[config.mk]
export PLATFORM = sky130hd
export DESIGN_NAME = player_bullet_flat
export DESIGN_NICKNAME = d
export VERILOG_FILES = /design/src/rtl/player_bullet_if.sv /design/src/rtl/player_bullet.sv /design/src/flat_wrapper.sv
export SDC_FILE = /design/constraint.sdc
export NUM_CORES = 1
export LEC_CHECK = 0
export ABC_AREA = 1
export BUFFER_PORTS_ARGS = -buffer_cell sky130_fd_sc_hd__buf_4
export CAP_MARGIN = 20
export CORE_ASPECT_RATIO = 0.7
export CORE_MARGIN = 8
export CORE_UTILIZATION = 51
export CTS_CLUSTER_SIZE = 40
export DETAILED_ROUTE_END_ITERATION = 7
export MAX_ROUTING_LAYER = met4
export PLACE_DENSITY = 0.87
export SETUP_SLACK_MARGIN = 0.05
export SLEW_MARGIN = 20
export SYNTH_ARGS = -nofsm -noshare
export SYNTH_HDL_FRONTEND = slang
export SYNTH_SLANG_ARGS = --single-unit
export TNS_END_PERCENT = 100
[constraint.sdc]
create_clock -name clk -period 2.4 [get_ports clk]
set_clock_uncertainty 0.2 [all_clocks]
set_input_delay 0.48 -clock clk [delete_from_list [all_inputs] [get_ports clk]]
set_output_delay 0.48 -clock clk [all_outputs]
set_load 0.02 [all_outputs]
[src/rtl/player_bullet_if.sv]
// Signal bundle between the player-shot engine and its surroundings
// (frame tick, controls, enemy-grid hit test and video scan position).
interface player_bullet_if;
    logic       tick;
    logic       fire;
    logic [9:0] px;
    logic       gg;
    logic       b_hit;
    logic [9:0] vga_x;
    logic [8:0] vga_y;
    logic [9:0] bx;
    logic [8:0] by;
    logic       active;
    logic       pixel;
    logic [7:0] shots;

    modport slave (
        input  tick, fire, px, gg, b_hit, vga_x, vga_y,
        output bx, by, active, pixel, shots
    );

    modport master (
        output tick, fire, px, gg, b_hit, vga_x, vga_y,
        input  bx, by, active, pixel, shots
    );
endinterface

[src/rtl/player_bullet.sv]
// Single player-shot engine: spawns, moves and retires one bullet and draws it.
// Optional macro AUTO_FIRE_EN: fire level (instead of its rising edge) launches a shot.
module player_bullet #(
    parameter int SPAWN_Y  = 170,
    parameter int X_OFFSET = 3,
    parameter int TOP_Y    = 2,
    parameter int SPEED    = 3,
    parameter int BW       = 1,
    parameter int BH       = 4,
    parameter int COOLDOWN = 4
) (
    input logic            clk,
    input logic            reset,
    player_bullet_if.slave bus
);

    localparam logic [1:0] IDLE = 2'd0;
    localparam logic [1:0] FLY  = 2'd1;
    localparam logic [1:0] COOL = 2'd2;

    // A move from below this row would pass TOP_Y, so the shot is a miss instead.
    localparam logic [8:0] MISS_Y = 9'(TOP_Y + SPEED);

    logic [1:0]  state_r, state_s;
    logic [9:0]  bx_r, bx_s;
    logic [8:0]  by_r, by_s;
    logic [7:0]  shots_r, shots_s;
    logic [7:0]  cool_r, cool_s;
    logic        active_r;
    logic        fire_q_r;
    logic        fire_ok_s;
    logic [10:0] scan_x_s, scan_y_s, bx_w_s, by_w_s;

`ifdef AUTO_FIRE_EN
    assign fire_ok_s = bus.fire;
`else
    assign fire_ok_s = bus.fire & ~fire_q_r;
`endif

    // Next-state and next-coordinate logic for the shot lifecycle.
    always_comb begin
        state_s = state_r;
        bx_s    = bx_r;
        by_s    = by_r;
        shots_s = shots_r;
        cool_s  = cool_r;
        case (state_r)
            IDLE: begin
                if (fire_ok_s && !bus.gg) begin
                    state_s = FLY;
                    bx_s    = bus.px + 10'(X_OFFSET);
                    by_s    = 9'(SPAWN_Y);
                    if (shots_r != 8'd255) begin
                        shots_s = shots_r + 8'd1;
                    end else begin
                        shots_s = shots_r;
                    end
                end else begin
                    state_s = IDLE;
                end
            end
            FLY: begin
                // Game over and a hit both retire the shot; neither lets a tick move it.
                if (bus.gg || bus.b_hit || (bus.tick && (by_r < MISS_Y))) begin
                    state_s = COOL;
                    bx_s    = 10'd0;
                    by_s    = 9'd0;
                    cool_s  = 8'(COOLDOWN);
                end else if (bus.tick) begin
                    by_s = by_r - 9'(SPEED);
                end else begin
                    state_s = FLY;
                end
            end
            COOL: begin
                if (cool_r == 8'd0) begin
                    state_s = IDLE;
                end else if (bus.tick) begin
                    cool_s = cool_r - 8'd1;
                end else begin
                    cool_s = cool_r;
                end
            end
            default: begin
                state_s = IDLE;
                bx_s    = 10'd0;
                by_s    = 9'd0;
                cool_s  = 8'd0;
            end
        endcase
    end

    // State, coordinate, counter and fire-edge registers.
    always_ff @(posedge clk or posedge reset) begin
        if (reset) begin
            state_r  <= IDLE;
            bx_r     <= 10'd0;
            by_r     <= 9'd0;
            shots_r  <= 8'd0;
            cool_r   <= 8'd0;
            active_r <= 1'b0;
            fire_q_r <= 1'b0;
        end else begin
            state_r  <= state_s;
            bx_r     <= bx_s;
            by_r     <= by_s;
            shots_r  <= shots_s;
            cool_r   <= cool_s;
            active_r <= (state_s == FLY);
            fire_q_r <= bus.fire;
        end
    end

    // Widened so bx+BW / by+BH at the right and bottom edges cannot wrap.
    assign scan_x_s = {1'b0, bus.vga_x};
    assign scan_y_s = {2'b00, bus.vga_y};
    assign bx_w_s   = {1'b0, bx_r};
    assign by_w_s   = {2'b00, by_r};

    assign bus.pixel = active_r
                     && (bx_w_s <= scan_x_s) && (scan_x_s < bx_w_s + 11'(BW))
                     && (by_w_s <= scan_y_s) && (scan_y_s < by_w_s + 11'(BH));

    assign bus.bx     = bx_r;
    assign bus.by     = by_r;
    assign bus.active = active_r;
    assign bus.shots  = shots_r;

endmodule

[src/flat_wrapper.sv]
// flat-port wrapper written by rule: the top's interface ports become plain ports
module player_bullet_flat 
#(
    parameter int SPAWN_Y  = 170,
    parameter int X_OFFSET = 3,
    parameter int TOP_Y    = 2,
    parameter int SPEED    = 3,
    parameter int BW       = 1,
    parameter int BH       = 4,
    parameter int COOLDOWN = 4
)
  (clk, reset, bus_tick, bus_fire, bus_px, bus_gg, bus_b_hit, bus_vga_x, bus_vga_y, bus_bx, bus_by, bus_active, bus_pixel, bus_shots);
  player_bullet_if bus_i ();
  input logic clk;
  input logic reset;
  input wire logic [$bits(bus_i.tick)-1:0] bus_tick;
  input wire logic [$bits(bus_i.fire)-1:0] bus_fire;
  input wire logic [$bits(bus_i.px)-1:0] bus_px;
  input wire logic [$bits(bus_i.gg)-1:0] bus_gg;
  input wire logic [$bits(bus_i.b_hit)-1:0] bus_b_hit;
  input wire logic [$bits(bus_i.vga_x)-1:0] bus_vga_x;
  input wire logic [$bits(bus_i.vga_y)-1:0] bus_vga_y;
  output wire logic [$bits(bus_i.bx)-1:0] bus_bx;
  output wire logic [$bits(bus_i.by)-1:0] bus_by;
  output wire logic [$bits(bus_i.active)-1:0] bus_active;
  output wire logic [$bits(bus_i.pixel)-1:0] bus_pixel;
  output wire logic [$bits(bus_i.shots)-1:0] bus_shots;
  assign bus_i.tick = bus_tick;
  assign bus_i.fire = bus_fire;
  assign bus_i.px = bus_px;
  assign bus_i.gg = bus_gg;
  assign bus_i.b_hit = bus_b_hit;
  assign bus_i.vga_x = bus_vga_x;
  assign bus_i.vga_y = bus_vga_y;
  assign bus_bx = bus_i.bx;
  assign bus_by = bus_i.by;
  assign bus_active = bus_i.active;
  assign bus_pixel = bus_i.pixel;
  assign bus_shots = bus_i.shots;
  player_bullet #(.SPAWN_Y(SPAWN_Y), .X_OFFSET(X_OFFSET), .TOP_Y(TOP_Y), .SPEED(SPEED), .BW(BW), .BH(BH), .COOLDOWN(COOLDOWN)) u_core (.clk(clk), .reset(reset), .bus(bus_i));
endmodule
# After elaboration in Yosys (flattened, before gate mapping)
# Index checks and enable logic that the tools add are counted.
# Widths: inputs -> output; s select.
dict set report word_totals {
  ff_bits 39
  out_inout_bits 29
  elab_cells 62
  input_bits 35
}
dict set report op_classes {
  n_bitwise 4
  n_reduce_logical 15
  muxes 16
  n_eq_ne 9
  magnitude_cmp 5
  add_sub_neg 6
}
# op n
set op_table {}
lappend op_table {{$pmux 10 s3} 1}
lappend op_table {{$mux 9} 3}
lappend op_table {{$pmux 9 s3} 1}
lappend op_table {{$mux 8} 3}
lappend op_table {{$pmux 8 s3} 1}
lappend op_table {{$mux 10} 2}
lappend op_table {{$add 10x1->11 const B} 1}
lappend op_table {{$lt 10x11->1} 1}
lappend op_table {{$lt 9x11->1} 1}
lappend op_table {{$add 10x2->10 const B} 1}
lappend op_table {{$add 9x3->10 const B} 1}
lappend op_table {{$le 10x10->1} 1}
lappend op_table {{$le 9x9->1} 1}
lappend op_table {{$lt 9x3->1 const B} 1}
lappend op_table {{$reduce_and 3->1} 3}
lappend op_table {{$sub 9x2->9 const B} 1}
lappend op_table {{$add 8x1->8 const B} 1}
lappend op_table {{$logic_not 8->1} 1}
lappend op_table {{$ne 8x8->1 const B} 1}
lappend op_table {{$sub 8x1->8 const B} 1}
lappend op_table {{$logic_and 1x1->1} 6}
lappend op_table {{$mux 2} 3}
lappend op_table {{$pmux 2 s3} 1}
lappend op_table {{$eq 2x1->1 const B} 2}
lappend op_table {{other kinds (11)} 16}

# Logic depth before layout (Yosys ltp)
dict set report logic_depth {
  ltp_word 6
  depth_mapped 14
  mapped_depth_nobuf 14
}

# Worst setup path after synthesis
# Ideal clock, no wire load.
dict set report synth_path {
  kind {register -> output}
  start {register u_core.bx_r[2] (netlist: u_core.bus.bx[2])}
  end {output port bus_pixel}
  required_ns 1.720
  n_path_buf 0
  arrival_ns 2.240
  slack_ns -0.520
  path_stages_with_launch 13
  path_cell_list {dfrtp_1 > nand3_1 > nor2_1 > nand2_1 > nor3_1 > nand3_1 > xor2_1 > ha_1 > nand3b_1 > nand3_1 > nor2_1 > nand3_1 > nor2_1}
}
dict set report synth_between {
  elab_chain_len 5
  word_cells_on_any_way 7
  cone_classes {add/sub: 1; order compare: 2; reduce/logical: 4}
}
# item line_no
set synth_lines {}
lappend synth_lines {{start, declared} player_bullet.sv:25} ;# logic [9:0] bx_r, bx_s;
lappend synth_lines {{start signal, assigned} player_bullet.sv:105} ;# bx_r <= bx_s;
lappend synth_lines {{$add 10x1->11 / $le 10x10->1 (equally long branches)} player_bullet.sv:121} ;# && (bx_w_s <= scan_x_s) && (scan_x_s < bx_w_s + 11'(BW))
lappend synth_lines {{$lt 10x11->1 / $logic_and 1x1->1 (equally long branches)} player_bullet.sv:121}
lappend synth_lines {{$logic_and 1x1->1 (*)} player_bullet.sv:121}
lappend synth_lines {{$logic_and 1x1->1 (*) (2 in a row)} player_bullet.sv:122} ;# && (by_w_s <= scan_y_s) && (scan_y_s < by_w_s + 11'(BH));
lappend synth_lines {{end, declared} flat_wrapper.sv:26} ;# output wire logic [$bits(bus_i.pixel)-1:0] bus_pixel;
# Mark *: on every way between the ends. The rest lies on a longest branch, timed or not.

# Worst setup path after layout
dict set report layout_path {
  start {register u_core.bx_r[1] (netlist: u_core.bus.bx[1])}
  end {output port bus_pixel}
}
# The elaborated chain is that of the path after synthesis.

==> flow_metrics.env <==
export IMPL_first_global_vias=3378
export IMPL_timing_hold_violations_final=0
export IMPL_globalRouteOverflowTotal=0
export IMPL_drtIter0Drc=126
export IMPL_rrSetupSlack_ps=300
export IMPL_cts_sinks=39
export IMPL_netlist_area_sq_um=3410
export IMPL_start_util_pct=51.7
export IMPL_finalSetupViolCount=1
export IMPL_violations="negative setup slack"
export IMPL_cap_viol_max_count=0
export IMPL_cpMostUsedCell="nand2_1"
export IMPL_rsz0062_at_grt="yes"
export IMPL_outcome="finished, violations left"
export IMPL_first_pass_iters=4
export IMPL_area_growth_pct=30.3
export IMPL_critPathKind="reg2out"
export IMPL_nFillCells=512
export IMPL_via_count=3352
export IMPL_crit_path_start_kind="flop"
export IMPL_antenna_found_initial=0
export IMPL_synth_xor_area_share_pct=7.44
export IMPL_reg2regPathDepth=9
export IMPL_ys_flop_type="dfrtp_1"
export IMPL_dieArea_sq_um=9610
export IMPL_fin_total_pwr_uw=3510
export IMPL_drc_errors=0
export IMPL_clk_pin_slew_ps=80
export IMPL_yosys_register_bits=39
export IMPL_required_ps=1720
export IMPL_period_minus_slack_ps=3060
export IMPL_synth_compound_gate_area_share_pct=11.5
export IMPL_vdd_drop_max_mv=0.476
export IMPL_fmaxAchievable_mhz=327
export IMPL_cts_root_buf="clkbuf_8"
export IMPL_place_gp_congestion=0.888
export IMPL_yosys_area_share_simple_pct=25.0
export IMPL_grt_total_usage_pct=19.6
export IMPL_clock_path_buffers=2
export IMPL_synth_area_per_cell_sq_um=7.47
export IMPL_seq_area_frac_synth_pct=28.6
export IMPL_io_buffers=63
export IMPL_p_per_area_nw_per_um2=789
export IMPL_ctsHoldBuffers=0
export IMPL_critical_path_depth=15
export IMPL_ys_async_sr_fraction_pct=100
export IMPL_max_stage_delay_ps=440
export IMPL_post_cts_buffers=0
export IMPL_syn_inst=457
export IMPL_placed_cell_area_sq_um=4310
export IMPL_drv_slew=0
export IMPL_critPathLaunch="u_core.bus.bx[1]$_DFFE_PP0P_"
export IMPL_reg2reg_to="u_core.bus.bx[0]$_DFFE_PP0P_"
export IMPL_synth_edf_count=0
export IMPL_grt_pass1_wl_um=15200
export IMPL_rows=25
export IMPL_hpwl_um=7290
export IMPL_synthMuxAreaShare_pct=0
export IMPL_chipWidth_um=114
export IMPL_wl_um=8900
export IMPL_max_slew_margin_pct=67.4
export IMPL_fin_nets=650
export IMPL_finalCritPeriodShare_pct=128
export IMPL_ant_nets=0
export IMPL_cp_slowest_cell="dfrtp_2"
export IMPL_ios=64
export IMPL_crit_family="simple AND/OR/NAND/NOR gates"
export IMPL_clock_latency_ps=290
export IMPL_cp_cell_sequence="ha_4 > nand3_1 > buf_4 > xor2_1 > ha_1 > nand2_1 > nand2_1 > nand2_1 > nand2_1 > nand4_1 > nand3_1 > nor2_1 > nand3_2 > nor2_4 > buf_6"
export IMPL_cp_arrival_ps=2380
export IMPL_cts_inserted_buffers=5
export IMPL_drt_wirelength_per_cell_um=13.5
export IMPL_cp_end_kind="primary output"
export IMPL_design_area_sq_um=4450
export IMPL_hp_class="in2reg"
export IMPL_grt_start_max_net_pins=40
export IMPL_die_h_um=84.4
export IMPL_drive_above_1_share_pct=25.3
export IMPL_worst_slew_pin_slew_ps=489
export IMPL_htree_levels=2
export IMPL_core_area_sq_um=6600
export IMPL_synth_top_family_by_area="simple AND/OR/NAND/NOR gates"
export IMPL_path_buf_inv=2
export IMPL_power_leakage_uw=0.00233
export IMPL_worst_slack_ps=-662
export IMPL_yosys_warnings=0
export IMPL_synth_cell_types=35
export IMPL_syn_nets=542
export IMPL_timing_rr_start="u_core.state_r[1]$_DFF_PP0_"
export IMPL_n_antenna_cell=0
export IMPL_via_per_inst=5.08
export IMPL_synthAdderAreaFrac_pct=18.3
export IMPL_worstSetupEndpoint="bus_pixel"
export IMPL_cp_max_fo=3
export IMPL_cts_tree="done"
placed cells by master, fill, tap and decap left out, types with 4 or more instances in the layout:
cell        n
nand3_1    25
a21oi_1    21
buf_4     101
inv_2       4
nor3_1      7
ha_1       48
nand4_1    15
dfrtp_2     5
nand3_2     4
xnor2_1    10
nor2_1     33
inv_1      73
o21ai_2     5
xor2_1     18
o21ai_0    23
nand2_1    95
dfrtp_1    34
o22ai_1     4
clkbuf_8    6
logic make-up (layout without fill, tap and decap cells):
logic type               count (synthesis)  count (layout)
AO/OA/AOI/OAI                           67              67
flip-flops                              39              39
XOR/XNOR                                29              29
adder cells (fa/ha/maj)                 50              50
AND/OR/NAND/NOR                        192             192
buffers and inverters                   80             189
registers in the layout, indices dropped and copies added, names as in the netlist:
signal	cells
u_core.cool_r	8
u_core.bus.bx	10
u_core.bus.active	1
u_core.bus.by	9
u_core.fire_q_r	1
u_core.bus.shots	8
u_core.state_r	2
worst reg2reg max path, stage by stage (launching register included):
cell     delay (ps)
dfrtp_1         430
inv_1           110
ha_1            310
nand2_1         120
nand3_2         150
inv_2           210
nand2_4         140
inv_6           110
nand2_4         100
o22ai_1         140
routing by layer:
metal	GRT usage, %	vias to the layer above	share of wire [%]	wire, um
met5	-	-	0	0
li1	-	1718	-	-
met4	6.26	0	1.4	123
met2	32.0	72	48	4270
met3	3.58	10	4.3	381
met1	23.9	1552	46	4130
through the flow:
step | cells | setup WS (ps) | util [%] | hold WS (ps) | TNS [ps]
floorplan | 457 | -250 | - | 275 | -250
global placement | 652 | -276 | 65.3 | 307 | -276
detailed placement | 652 | -373 | 65.3 | 315 | -373
CTS | 660 | -656 | 67.3 | 90.9 | -656
finish | 660 | -662 | 67.4 | 103 | -662
global route | 660 | -881 | 67.4 | 84.1 | -881
layout make-up:
class	instances	area [sq um]	share of cell area (%)
Tap cell	94	118	2.64
Sequential cell	39	982	22.1
Inverter	78	298	6.69
Clock inverter	1	5.00	0.113
Multi-Input combinational cell	338	2180	49.0
Clock buffer	7	86.3	1.94
Timing Repair Buffer	103	781	17.6
worst min-delay path by stage:
stage                              endpoint  cells after the start  slack [ps]                    startpoint
3_5_place_dp   u_core.cool_r[5]$_DFFE_PP0P_                      2         310  u_core.cool_r[5]$_DFFE_PP0P_
4_1_cts           u_core.fire_q_r$_DFF_PP0_                      1          90                      bus_fire
2_1_floorplan  u_core.cool_r[5]$_DFFE_PP0P_                      2         270  u_core.cool_r[5]$_DFFE_PP0P_
3_3_place_gp   u_core.cool_r[5]$_DFFE_PP0P_                      2         310  u_core.cool_r[5]$_DFFE_PP0P_
6_report          u_core.fire_q_r$_DFF_PP0_                      1         100                      bus_fire
5_1_grt           u_core.fire_q_r$_DFF_PP0_                      1          80                      bus_fire
power by group:
| group | leakage [uW] | internal, uW | switching [uW] |
|---|---|---|---|
| Combinational | 0.00179 | 931 | 1110 |
| Sequential | 0.000495 | 815 | 187 |
| Clock | 0.0000482 | 232 | 229 |
synthesized netlist by cell type (5+ instances only):
master | number | area, sq um
a21oi_1 | 21 | 105
dfrtp_1 | 39 | 976
ha_1 | 50 | 626
inv_1 | 73 | 274
nand2_1 | 96 | 360
nand3_1 | 27 | 135
nand4_1 | 15 | 93.8
nor2_1 | 35 | 131
nor3_1 | 9 | 45.0
o21ai_0 | 23 | 115
o21ai_2 | 5 | 43.8
xnor2_1 | 11 | 96.3
xor2_1 | 18 | 158
timing repair:
action,CTS,global route
setup endpoints to repair,1,2
gates resized for setup,8,2
pin swaps,3,0
No activity file was read; power rests on OpenSTA's default activity.
